$ cat config.mk
export PLATFORM = sky130hd
export DESIGN_NAME = vend_controller
export DESIGN_NICKNAME = d
export VERILOG_FILES = /design/src/rtl/vend_controller.sv
export SDC_FILE = /design/constraint.sdc
export NUM_CORES = 1
export LEC_CHECK = 0
export BUFFER_PORTS_ARGS = -buffer_cell sky130_fd_sc_hd__buf_2
export CORE_MARGIN = 1
export CORE_UTILIZATION = 45
export CTS_CLUSTER_DIAMETER = 200
export DETAILED_ROUTE_END_ITERATION = 7
export GPL_ROUTABILITY_DRIVEN = 0
export GPL_TIMING_DRIVEN = 0
export PLACE_DENSITY = 0.76
export RECOVER_POWER = 100
export SETUP_SLACK_MARGIN = 0.3
export SYNTH_ARGS = -nofsm -noshare
export SYNTH_HDL_FRONTEND = slang
export SYNTH_SLANG_ARGS = --single-unit
$ cat constraint.sdc
create_clock -name clk -period 3.6 [get_ports clk]
set_input_delay 0.36 -clock clk [delete_from_list [all_inputs] [get_ports clk]]
set_output_delay 0.36 -clock clk [all_outputs]
set_load 0.02 [all_outputs]
$ cat src/rtl/vend_controller.sv
// Vending transaction stage: conditions coin/select/cancel buttons, keeps credit, runs purchase FSM.
// Button events act 2 cycles after first sample; outputs registered; no backpressure, surplus coins returned.
module vend_controller #(
  parameter int MAX_BAL    = 20,
  parameter int HOLD_CYC   = 100,
  parameter int CHANGE_GAP = 10
) (
  input  logic       clk,
  input  logic       rst_n,
  input  logic       nickel,
  input  logic       dime,
  input  logic       sel_strobe,
  input  logic [1:0] cost,
  input  logic [1:0] foodtype,
  input  logic       cancel,
  output logic [4:0] balance,
  output logic [2:0] state,
  output logic       dispense,
  output logic [1:0] dispensed_type,
  output logic       coin_return,
  output logic       change_nickel,
  output logic       change_dime,
  output logic       busy
);

  typedef enum logic [2:0] {
    INIT      = 3'd0,
    MONEY     = 3'd1,
    PURCHASED = 3'd2,
    REJECTION = 3'd3,
    REFUND    = 3'd4
  } state_t;

  localparam int HW = $clog2(HOLD_CYC + 1);
  localparam int GW = $clog2(CHANGE_GAP + 1);

  // bit order: {cancel, sel, dime, nickel}
  logic [3:0] sync1, sync2, sync3, ev;
  logic       nickel_ev, dime_ev, sel_ev, cancel_ev, coin_ev;
  logic [1:0] coin_val;
  logic [5:0] sum;
  logic       fits;
  logic [4:0] price;

  state_t        st, st_nx;
  logic [4:0]    bal, bal_nx;
  logic [HW-1:0] hold_cnt, hold_nx;
  logic [GW-1:0] gap_cnt, gap_nx;
  logic          disp_nx, cr_nx, cn_nx, cd_nx;
  logic [1:0]    dtype_nx;

  always_ff @(posedge clk or negedge rst_n) begin
    if (!rst_n) begin
      sync1 <= '0;
      sync2 <= '0;
      sync3 <= '0;
    end else begin
      sync1 <= {cancel, sel_strobe, dime, nickel};
      sync2 <= sync1;
      sync3 <= sync2;
    end
  end

  assign ev        = sync2 & ~sync3;
  assign nickel_ev = ev[0];
  assign dime_ev   = ev[1];
  assign sel_ev    = ev[2];
  assign cancel_ev = ev[3];
  assign coin_val  = {dime_ev, nickel_ev};
  assign coin_ev   = |coin_val;
  assign sum       = {1'b0, bal} + {4'b0, coin_val};
  assign fits      = (sum <= 6'(MAX_BAL));
  assign price     = 5'd5 * ({3'b0, cost} + 5'd1);

  always_comb begin
    st_nx    = st;
    bal_nx   = bal;
    hold_nx  = hold_cnt;
    gap_nx   = gap_cnt;
    disp_nx  = 1'b0;
    cr_nx    = 1'b0;
    cn_nx    = 1'b0;
    cd_nx    = 1'b0;
    dtype_nx = dispensed_type;
    case (st)
      INIT: begin
        if (sel_ev) begin
          st_nx   = REJECTION;
          hold_nx = '0;
          cr_nx   = coin_ev;
        end else if (coin_ev) begin
          if (fits) begin
            bal_nx = sum[4:0];
            st_nx  = MONEY;
          end else begin
            cr_nx = 1'b1;
          end
        end
      end
      MONEY: begin
        if (cancel_ev) begin
          cr_nx  = coin_ev;
          gap_nx = '0;
          st_nx  = (bal == 5'd0) ? INIT : REFUND;
        end else if (sel_ev) begin
          cr_nx   = coin_ev;
          hold_nx = '0;
          if (bal >= price) begin
            bal_nx   = bal - price;
            disp_nx  = 1'b1;
            dtype_nx = foodtype;
            st_nx    = PURCHASED;
          end else begin
            st_nx = REJECTION;
          end
        end else if (coin_ev) begin
          if (fits) bal_nx = sum[4:0];
          else      cr_nx  = 1'b1;
        end
      end
      PURCHASED, REJECTION: begin
        cr_nx = coin_ev;
        if (hold_cnt == HW'(HOLD_CYC - 1)) st_nx = (bal != 5'd0) ? MONEY : INIT;
        else                               hold_nx = hold_cnt + 1'b1;
      end
      REFUND: begin
        cr_nx = coin_ev;
        if (bal == 5'd0) begin
          st_nx = INIT;
        end else if (gap_cnt == '0) begin
          // largest coin first: a dime whenever at least 10c remains
          if (bal >= 5'd2) begin
            cd_nx  = 1'b1;
            bal_nx = bal - 5'd2;
          end else begin
            cn_nx  = 1'b1;
            bal_nx = bal - 5'd1;
          end
          gap_nx = GW'(CHANGE_GAP - 1);
        end else begin
          gap_nx = gap_cnt - 1'b1;
        end
      end
      default: st_nx = INIT;
    endcase
  end

  always_ff @(posedge clk or negedge rst_n) begin
    if (!rst_n) begin
      st             <= INIT;
      bal            <= '0;
      hold_cnt       <= '0;
      gap_cnt        <= '0;
      dispense       <= 1'b0;
      dispensed_type <= '0;
      coin_return    <= 1'b0;
      change_nickel  <= 1'b0;
      change_dime    <= 1'b0;
    end else begin
      st             <= st_nx;
      bal            <= bal_nx;
      hold_cnt       <= hold_nx;
      gap_cnt        <= gap_nx;
      dispense       <= disp_nx;
      dispensed_type <= dtype_nx;
      coin_return    <= cr_nx;
      change_nickel  <= cn_nx;
      change_dime    <= cd_nx;
    end
  end

  assign balance = bal;
  assign state   = st;
  assign busy    = (st == PURCHASED) || (st == REJECTION) || (st == REFUND);

endmodule
==> results of run 1 <==
-- state kept, by name (all words and copies together) (netlist names), 2 cells and up --
register / count
sync3: 4
state: 3
gap_cnt: 4
sync2: 4
balance: 5
dispensed_type: 2
sync1: 4
hold_cnt: 7
-- final cells by class --
cell class	count	area share [%]
clock inverter	1	1.16
multi-input combinational	178	48.3
sequential	37	35.7
timing repair buffer	24	3.86
buffer	7	1.98
clock buffer	7	3.33
tap	67	3.23
inverter	17	2.46
-- critical path: stages (launching register included) --
cell	delay (ps)
dfrtp_1	500
inv_1	230
ha_1	280
nor4b_1	230
mux2i_1	230
a21oi_2	90
a2111oi_2	780
a21bo_1	340
a211o_1	300
-- power by group --
part | internal [uW] | switching (uW)
clock network | 226 | 146
registers | 511 | 106
logic | 412 | 583
total | 1150 | 836
-- cells in the mapped netlist (all sizes together) (2+ instances only) --
cell	number	area share, %
and3	5	1.4
nand3	7	1.5
nor4b	2	1.4
a211oi	3	0.96
nor2	26	4.2
nor3	9	2.1
nor2b	9	2.4
a21o	5	1.8
or2	2	0.54
clkbuf	3	0.91
o21ai	7	1.5
a31oi	2	0.54
and2	2	0.59
xor2	6	2.3
ha	16	8.6
mux2	3	1.4
fa	2	1.7
inv	17	2.7
a311oi	2	0.75
mux2i	3	1.3
buf	4	1.6
nand2	20	3.2
o21a	2	0.64
nand4	4	1.1
a21oi	8	1.9
dfrtp	37	40
a211o	2	0.80
a22o	3	1.2
o22ai	3	1.1
nand2b	4	1.1
a221o	2	0.86
-- layer usage --
layer | wire, um | part of all wire [%] | vias up | GRT usage (%)
met5 | 0 | 0 | - | 0
met4 | 63 | 1.3 | 0 | 7.26
met3 | 209 | 4.3 | 7 | 4.34
met1 | 2290 | 47 | 891 | 26.5
li1 | - | - | 913 | -
met2 | 2290 | 47 | 37 | 32.0
-- stage by stage --
| stage | hold WS [ps] | worst slack [ps] | cells |
|---|---|---|---|
| 2_1_floorplan | 64.4 | 1020 | 239 |
| 6_report | 178 | 496 | 338 |
| 5_1_grt | 165 | 360 | 338 |
| 3_5_place_dp | 335 | 770 | 330 |
| 3_3_place_gp | 332 | 801 | 330 |
| 4_1_cts | 168 | 817 | 338 |
-- logic make-up (layout without fill, tap and decap cells) --
family                     after synthesis  after routing  synth area share [%]
AOI/OAI and AO/OA                       53             53                  18.5
xor gates and xnor gates                 7              7                  2.63
adders and majority gates               18             18                  10.3
buffers and inverters                   24             56                  5.25
DFF                                     37             37                  39.7
muxes                                    6              6                  2.73
and+or+nand+nor                         94             94                  21.0
-- worst paths after layout --
check | startpoint | end | cells after the start
worst max-delay path | balance[1] | balance[4] | 8
worst min-delay path | sel_strobe | sync1[2] | 1
worst max register to register | balance[1] | balance[4] | 8
worst min register to register | sync1[1] | sync2[1] | 0
max in group asynchronous | rst_n | sync3[0] | 1
min in group asynchronous | rst_n | balance[3] | 1
==> metrics, run 1 <==
Max rail drop VDD 0.338 mV; most frequent cells in the layout dfrtp_1 (37), nor2_1 (26), clkbuf_1 (20), nand2_1 (20); fin nets 298; MaxCap Viol Count 1; Gates resized, CTS repair 0; critical path data arrival time 3280 ps; Final Critical Period 3100 ps; Mapped Cells 239; Fin Clk Skew 10.1 ps; Area growth syn-to-layout 11.1%; routed len/inst 14.3 um; Setup TNS Final 0 ps; GRT Resource Usage Total 19.9%; vias in the first global route approximately 1800; Slew Viols, Final 38; # diodes 0; final core utilization between 50% and 60%; Worst Hold Class primary input to register; worst skew pair latency about 290 ps; Synth cell types 62; dpl hpwl ~3.6 mm; core area 4850 um2; antenna violations before repair 0; Root Driver clkbuf_8; final wirelength 4.85 mm; commonest non-fill, non-tap cell in the layout dfrtp_1; total power 1990 uW; CTS tree built; Synthesized Nets 267; initial DRC count 92; Synth Area per Inst 9.77 um2; DRC viols 0; max frequency 322 MHz; final global-route overflow total 0; TritonCTS sink count 37; Netlist Area Pre-Place 2330 um2; Reg clk slew, reported paths ~80 ps; die width 74.0 um; Starting Density 48.2%; Synth Register Bits 37; failing checks max-capacitance violations, max-slew violations; Multi-input gate area about 1300 um2; register area share after synthesis 39.7%; die height 74.0 um; first-pass detailed-route iteration total 4; Core Rows 25; H-tree depth 2; largest net degree at the start of global routing 38; Post-synth EDFFs 0; I/O Pins 25; WS Path Type register to register; worst reg-to-reg setup slack slightly below 500 ps; vias per cell 5.47; number of fill cells about 450; CP max FO 8; Register Area roughly 930 um2; ys flop type dfrtp_1; worst relative slew slack -26.6%; worst endpoint required time between 3000 and 4000 ps; cts-stage hold buffer count 0; CP Capture Type register; vias post-DR between 1500 and 2000; port bufs 24; Startpoint Class register; post-route antenna net violation count 0; first-pass GRT wire length 8.14 mm; cts bufs inserted 5; final hold vios 0; Synth warnings 0; layout cells sized above 1 15.1%; Post-synth ARST share 100%; Finished Cell Area 2590 um2; measured slew at the worst slew-check pin 1900 ps; final number of setup-violating endpoints 0; Post-DP Area 2540 um2; postcts setup bufs 0; part of the cycle the worst path needs a little under nine tenths; full die area approximately 5500 um2; pwr dens 766 nW/um2; Pleak 0.00119 uW; RSZ-0062 raised after global routing no; Max clock buf depth 2; status finished, violations left
No activity file was read; power rests on OpenSTA's default activity.
==> run 2, diff against run 1 <==
--- a/config.mk
+++ b/config.mk
@@ -6,13 +6,14 @@
 export NUM_CORES = 1
 export LEC_CHECK = 0
 export BUFFER_PORTS_ARGS = -buffer_cell sky130_fd_sc_hd__buf_2
+export CORE_ASPECT_RATIO = 1.75
 export CORE_MARGIN = 1
 export CORE_UTILIZATION = 45
 export CTS_CLUSTER_DIAMETER = 200
 export DETAILED_ROUTE_END_ITERATION = 7
 export GPL_ROUTABILITY_DRIVEN = 0
 export GPL_TIMING_DRIVEN = 0
-export PLACE_DENSITY = 0.76
+export PLACE_DENSITY = 0.78
 export RECOVER_POWER = 100
 export SETUP_SLACK_MARGIN = 0.3
 export SYNTH_ARGS = -nofsm -noshare
==> constraint.sdc (replaced) <==
create_clock -name clk -period 2.48 [get_ports clk]
set_input_delay 0.248 -clock clk [delete_from_list [all_inputs] [get_ports clk]]
set_output_delay 0.248 -clock clk [all_outputs]
set_load 0.02 [all_outputs]
==> run 2 against run 1 <==
The run ends with max-capacitance violations, max-slew violations, negative setup slack left. Worst setup slack worse by 600 ps. Sequential cell count did not move. Clock power up 43%. Non-clock buffer count rose by 8. Register-to-register slack got worse by 600 ps. Global-route usage is 0.60 points higher. Maximum frequency is 20% higher. Critical path depth is 2 higher. Critical path type unchanged.
==> metrics, run 2 (synthesis results as in run 1) <==
status finished, violations left; failing checks max-capacitance violations, max-slew violations, negative setup slack; CP Capture Type register; worst endpoint required time 2660 ps (-1110 ps); Final Critical Period 2580 ps (-522 ps); initial DRC count 37 (-60%); number of fill cells 435 (-4.2%); die height 97.3 um (+31%); worst skew pair latency 290 ps (about the same); Startpoint Class register; antenna violations before repair 0 (unchanged); final wirelength 5.28 mm (+8.9%); RSZ-0062 raised after global routing yes; pwr dens 1130 nW/um2 (+48%); Setup TNS Final -185 ps (-185 ps); placed insts 317 (-3.9%); most frequent cells in the layout dfrtp_1 (35), nor2_1 (26), nand2_1 (19), inv_1 (14), buf_2 (14); final global-route overflow total 0 (unchanged); Worst Hold Class primary input to register; final core utilization 56.1% (+2.6 points); Post-DP Area 2560 um2 (+1.0%); port bufs 24 (unchanged); total power 3160 uW (+59%); first-pass GRT wire length 8.85 mm (+8.6%); hold depth 1 (unchanged); # diodes 0 (unchanged); DRC viols 0 (unchanged); vias per cell 5.81 (+6.3%); GRT Resource Usage Total 20.5% (+0.60 points); H-tree depth 2 (unchanged); worst relative slew slack -25.2% (+1.4 points); CP max FO 4 (-4); Register Area 928 um2 (+0.27%); Max rail drop VDD 0.844 mV (+150%); MaxCap Viol Count 1 (unchanged); Slew Viols, Final 38 (unchanged); cts bufs inserted 5 (unchanged); Post-Layout Cell Count 333 (-1.5%); first-pass detailed-route iteration total 4 (unchanged); vias post-DR 1935 (+4.7%); measured slew at the worst slew-check pin 1880 ps (-20.5 ps); Root Driver clkbuf_8; highest cell delay on the worst timing path 380 ps (-400 ps); final worst setup slack -102 ps (-598 ps); Core Rows 34 (+36%); post-route antenna net violation count 0 (unchanged); final hold vios 0 (unchanged); vias in the first global route 1976 (+12%); WS Path Type register to register; max reg flops 7 (unchanged); commonest non-fill, non-tap cell in the layout dfrtp_1; part of the cycle the worst path needs 104% (+18 points); FF-to-FF path depth 10 (+2); full die area 5490 um2 (+0.21%); slowest CP cell fa_2; Finished Cell Area 2790 um2 (+7.6%); Fin Clk Skew 6.35 ps (-3.79 ps); Top reg by flops hold_cnt; die width 56.5 um (-24%); dpl hpwl 3.93 mm (+11%); max frequency 387 MHz (+20%); Area growth syn-to-layout 19.6%; Starting Density 46.9% (-1.2 points); critical path data arrival time 2760 ps (-520 ps); core area 4980 um2 (+2.7%); fin nets 306 (+2.7%); Max clock buf depth 2 (unchanged); CTS tree built; largest net degree at the start of global routing 38 (unchanged); I/O Pins 25 (unchanged); Multi-input gate area 1380 um2 (+10%); Reg clk slew, reported paths 70 ps (about the same); layout cells sized above 1 27.2% (+12 points); worst-path cell chain nor2b_2 -> ha_2 -> inv_2 -> fa_2 -> nand3b_1 -> xor2_1 -> a21o_2 -> nor2b_4 -> a221o_1 -> a211o_2; TritonCTS sink count 37 (unchanged); Pleak 0.00127 uW (+6.9%); routed len/inst 15.8 um (+11%); final number of setup-violating endpoints 3 (+3)
## run 2: area by class of cell
class | count | area share [%]
buffer | 7 | 2.15
sequential | 37 | 33.3
timing repair buffer | 32 | 6.01
multi-input combinational | 178 | 49.6
tap | 54 | 2.42
inverter | 17 | 2.42
clock buffer | 7 | 3.09
clock inverter | 1 | 1.08
## run 2: worst paths after layout
check	start	endpoint	slack [ps]
min reg2reg	sync1[2]	sync2[2]	350
min in group asynchronous	rst_n	hold_cnt[3]	470
max reg2reg	sync3[0]	balance[2]	-100
min	dime	sync1[1]	60
max	sync3[0]	balance[2]	-100
max in group asynchronous	rst_n	balance[0]	800
## run 2: critical path, delay by kind of cell, from the launching register on
kind / cells / cell delay (ps)
xor+xnor: 1 / 190
compound gates: 3 / 810
simple gates: 3 / 480
fa+ha+maj: 2 / 570
buf+inv: 1 / 40
flops: 1 / 370
## run 2: timing repair
item,4_1_cts,5_1_grt
endpoints found under the setup margin,8,9
hold buffers,0,0
buffers inserted,7,1
gates resized for setup,10,2
pin swaps,5,4
## run 2: routing by layer
| layer | vias up | share of wire, % | track usage [%] |
|---|---|---|---|
| met5 | - | 0 | 0 |
| met3 | 22 | 2.6 | 2.66 |
| met4 | 0 | 5.2 | 13.3 |
| met2 | 50 | 54 | 36.6 |
| li1 | 926 | - | - |
| met1 | 937 | 38 | 21.9 |
## run 2: metrics by stage
stage / worst slack, ps / hold slack, ps
after global placement: -214 / 333
after detailed placement: -225 / 337
final: -102 / 56.8
after CTS: -28.7 / 54.0
after global routing: -217 / 49.6
after floorplan: 43.0 / -47.6
## run 2: where the power goes
part | total (uW) | switching, uW | leakage [uW] | internal [uW]
sequential | 910 | 165 | 0.000458 | 746
clock | 532 | 205 | 0.0000585 | 328
combinational | 1720 | 958 | 0.000751 | 758
==> run 3, diff against run 2 <==
--- a/config.mk
+++ b/config.mk
@@ -13,7 +13,7 @@
 export DETAILED_ROUTE_END_ITERATION = 7
 export GPL_ROUTABILITY_DRIVEN = 0
 export GPL_TIMING_DRIVEN = 0
-export PLACE_DENSITY = 0.78
+export PLACE_DENSITY_LB_ADDON = 0.08
 export RECOVER_POWER = 100
 export SETUP_SLACK_MARGIN = 0.3
 export SYNTH_ARGS = -nofsm -noshare
==> run 3 against run 2 <==
The run ends with max-capacitance violations, max-slew violations left. Count of clock-buffer cells in the layout shrank 2. Worst setup slack improved by 110 ps. Final cell count unchanged. Via count stayed put. Critical path type unchanged. Largest power group unchanged.
==> metrics, run 3 (synthesis results as in run 1) <==
Max rail drop VDD 0.750 mV (-11%); CTS tree built; TritonCTS sink count 37 (unchanged); part of the cycle the worst path needs 99.8% (-4.3 points); vias per cell 5.81 (unchanged); pwr dens 1100 nW/um2 (-3.0%); number of fill cells 484 (+11%); final global-route overflow total 0 (unchanged); total power 3010 uW (-4.6%); Core Rows 34 (unchanged); antenna violations before repair 0 (unchanged); Worst Hold Class primary input to register; critical path data arrival time 2660 ps (-100 ps); Finished Cell Area 2750 um2 (-1.6%); Max clock buf depth 2 (unchanged); Top reg by flops hold_cnt; cts bufs inserted 5 (unchanged); full die area 5490 um2 (unchanged); die width 56.5 um (unchanged); final hold vios 0 (unchanged); commonest non-fill, non-tap cell in the layout dfrtp_1; fin nets 306 (unchanged); hold depth 1 (unchanged); FF-to-FF path depth 10 (unchanged); Root Driver clkbuf_8; part of the power in the clock network 13.8% (-3.1 points); slowest CP cell dfrtp_1; worst skew pair latency 290 ps (about the same); WS Path Type register to register; max reg flops 7 (unchanged); I/O Pins 25 (unchanged); CP max FO 4 (unchanged); port bufs 24 (unchanged); worst-path cell chain nor2b_4 -> ha_2 -> inv_2 -> fa_2 -> nand3b_1 -> xor2_1 -> a21o_2 -> nor2b_4 -> a221o_1 -> a211o_2; Switch Pwr 1320 uW (-0.35%); measured slew at the worst slew-check pin 1980 ps (+104 ps); MaxCap Viol Count 1 (unchanged); Startpoint Class register; routed len/inst 15.8 um (-0.34%); Slew Viols, Final 38 (unchanged); first-pass detailed-route iteration total 5 (+1); vias post-DR 1935 (unchanged); vias in the first global route 2020 (+2.2%); largest net degree at the start of global routing 38 (unchanged); Reg clk slew, reported paths 80 ps (about the same); DRC viols 0 (unchanged); dpl hpwl 3.97 mm (+1.1%); post-route antenna net violation count 0 (unchanged); CP Capture Type register; worst relative slew slack -32.1% (-6.9 points); Comb power frac 56.7% (+2.4 points); max frequency 404 MHz (+4.3%); final worst setup slack 3.98 ps (+106 ps); status finished, violations left; Pleak 0.00124 uW (-1.8%); first-pass GRT wire length 8.78 mm (-0.70%); Sequential Power Share 29.6% (+0.8 points); worst slack, placed -226 ps (-0.854 ps); most frequent cells in the layout dfrtp_1 (34), nor2_1 (26), nand2_1 (19), clkbuf_1 (14), inv_1 (13); Fin Clk Skew 6.12 ps (-0.227 ps); failing checks max-capacitance violations, max-slew violations; Critical Path Most Common Cell nor2b_4; Area growth syn-to-layout 17.6%; initial DRC count 51 (+38%); worst endpoint required time 2660 ps (about the same); die height 97.3 um (unchanged); # diodes 0 (unchanged); layout cells sized above 1 27.2% (unchanged); highest cell delay on the worst timing path 400 ps (+20 ps); final wirelength 5.26 mm (-0.34%); P_int 1690 uW (-7.7%); final core utilization 55.2% (-0.91 points); Switching Fraction 43.9% (+1.9 points); core area 4980 um2 (unchanged); RSZ-0062 raised after global routing yes; GRT Resource Usage Total 21.0% (+0.47 points); Post-DP Area 2560 um2 (unchanged); Starting Density 46.9% (unchanged); final number of setup-violating endpoints 0 (-3); H-tree depth 2 (unchanged); Final Critical Period 2480 ps (-106 ps)
==> run 3: cell count changes in the layout (fill, tap and decap cells not counted), sizes merged <==
cell,delta
clkbuf,+2
clkinv,+2
clkinvlp,+1
bufinv,-1
buf,-4
==> run 3: metal layers <==
layer	vias up	track usage, %	part of all wire, %
li1	928	-	-
met1	936	21.6	37
met2	51	38.2	54
met3	20	3.60	4.3
met4	0	12.4	4.4
met5	-	0	0
==> run 3: final timing paths <==
check / start / endpoint / slack, ps
min in group asynchronous: rst_n / change_nickel / 500
worst max register to register: sync3[0] / balance[2] / 4
max in group asynchronous: rst_n / balance[1] / 690
worst min-delay path: cancel / sync1[3] / 60
worst max-delay path: sync3[0] / balance[2] / 4
worst min register to register: sync1[3] / sync2[3] / 350
==> run 3: layout make-up <==
| type | count | area (um2) | share of cell area (%) |
|---|---|---|---|
| multi-input combinational | 178 | 1380 | 50.3 |
| timing repair buffer | 32 | 165 | 6.01 |
| buffer | 7 | 52.6 | 1.91 |
| clock inverter | 3 | 17.5 | 0.638 |
| tap | 54 | 67.6 | 2.46 |
| clock buffer | 5 | 68.8 | 2.51 |
| sequential | 37 | 930 | 33.8 |
| inverter | 17 | 65.1 | 2.37 |
==> run 3: critical path: cells and delay by family, from the launching register on <==
kind | cells | cell delay (ps)
buf+inv | 1 | 40
simple gates | 3 | 440
xor+xnor | 1 | 170
fa+ha+maj | 2 | 550
compound gates | 3 | 790
flops | 1 | 400
==> run 3: power by group through the flow <==
stage	Clock, uW	Combinational, uW	Sequential, uW
final	415	1710	891
after global routing	456	1880	913
after CTS	427	1700	902
after detailed placement	0	1570	909
after global placement	0	1550	908
after floorplan	0	1110	971
==> run 3: per-stage QoR <==
| step | TNS (ps) | cells | hold WS, ps |
|---|---|---|---|
| final | 0 | 333 | 60.4 |
| after global routing | -319 | 333 | 43.8 |
| after CTS | 0 | 332 | 56.4 |
| after detailed placement | -722 | 317 | 335 |
| after global placement | -700 | 317 | 332 |
| after floorplan | 0 | 239 | -47.6 |
==> run 3: timing repair <==
action	CTS	global route
pin swaps	9	1
buffers inserted	7	1
gates resized for setup	10	7
endpoints found under the setup margin	9	10
hold buffers	0	0
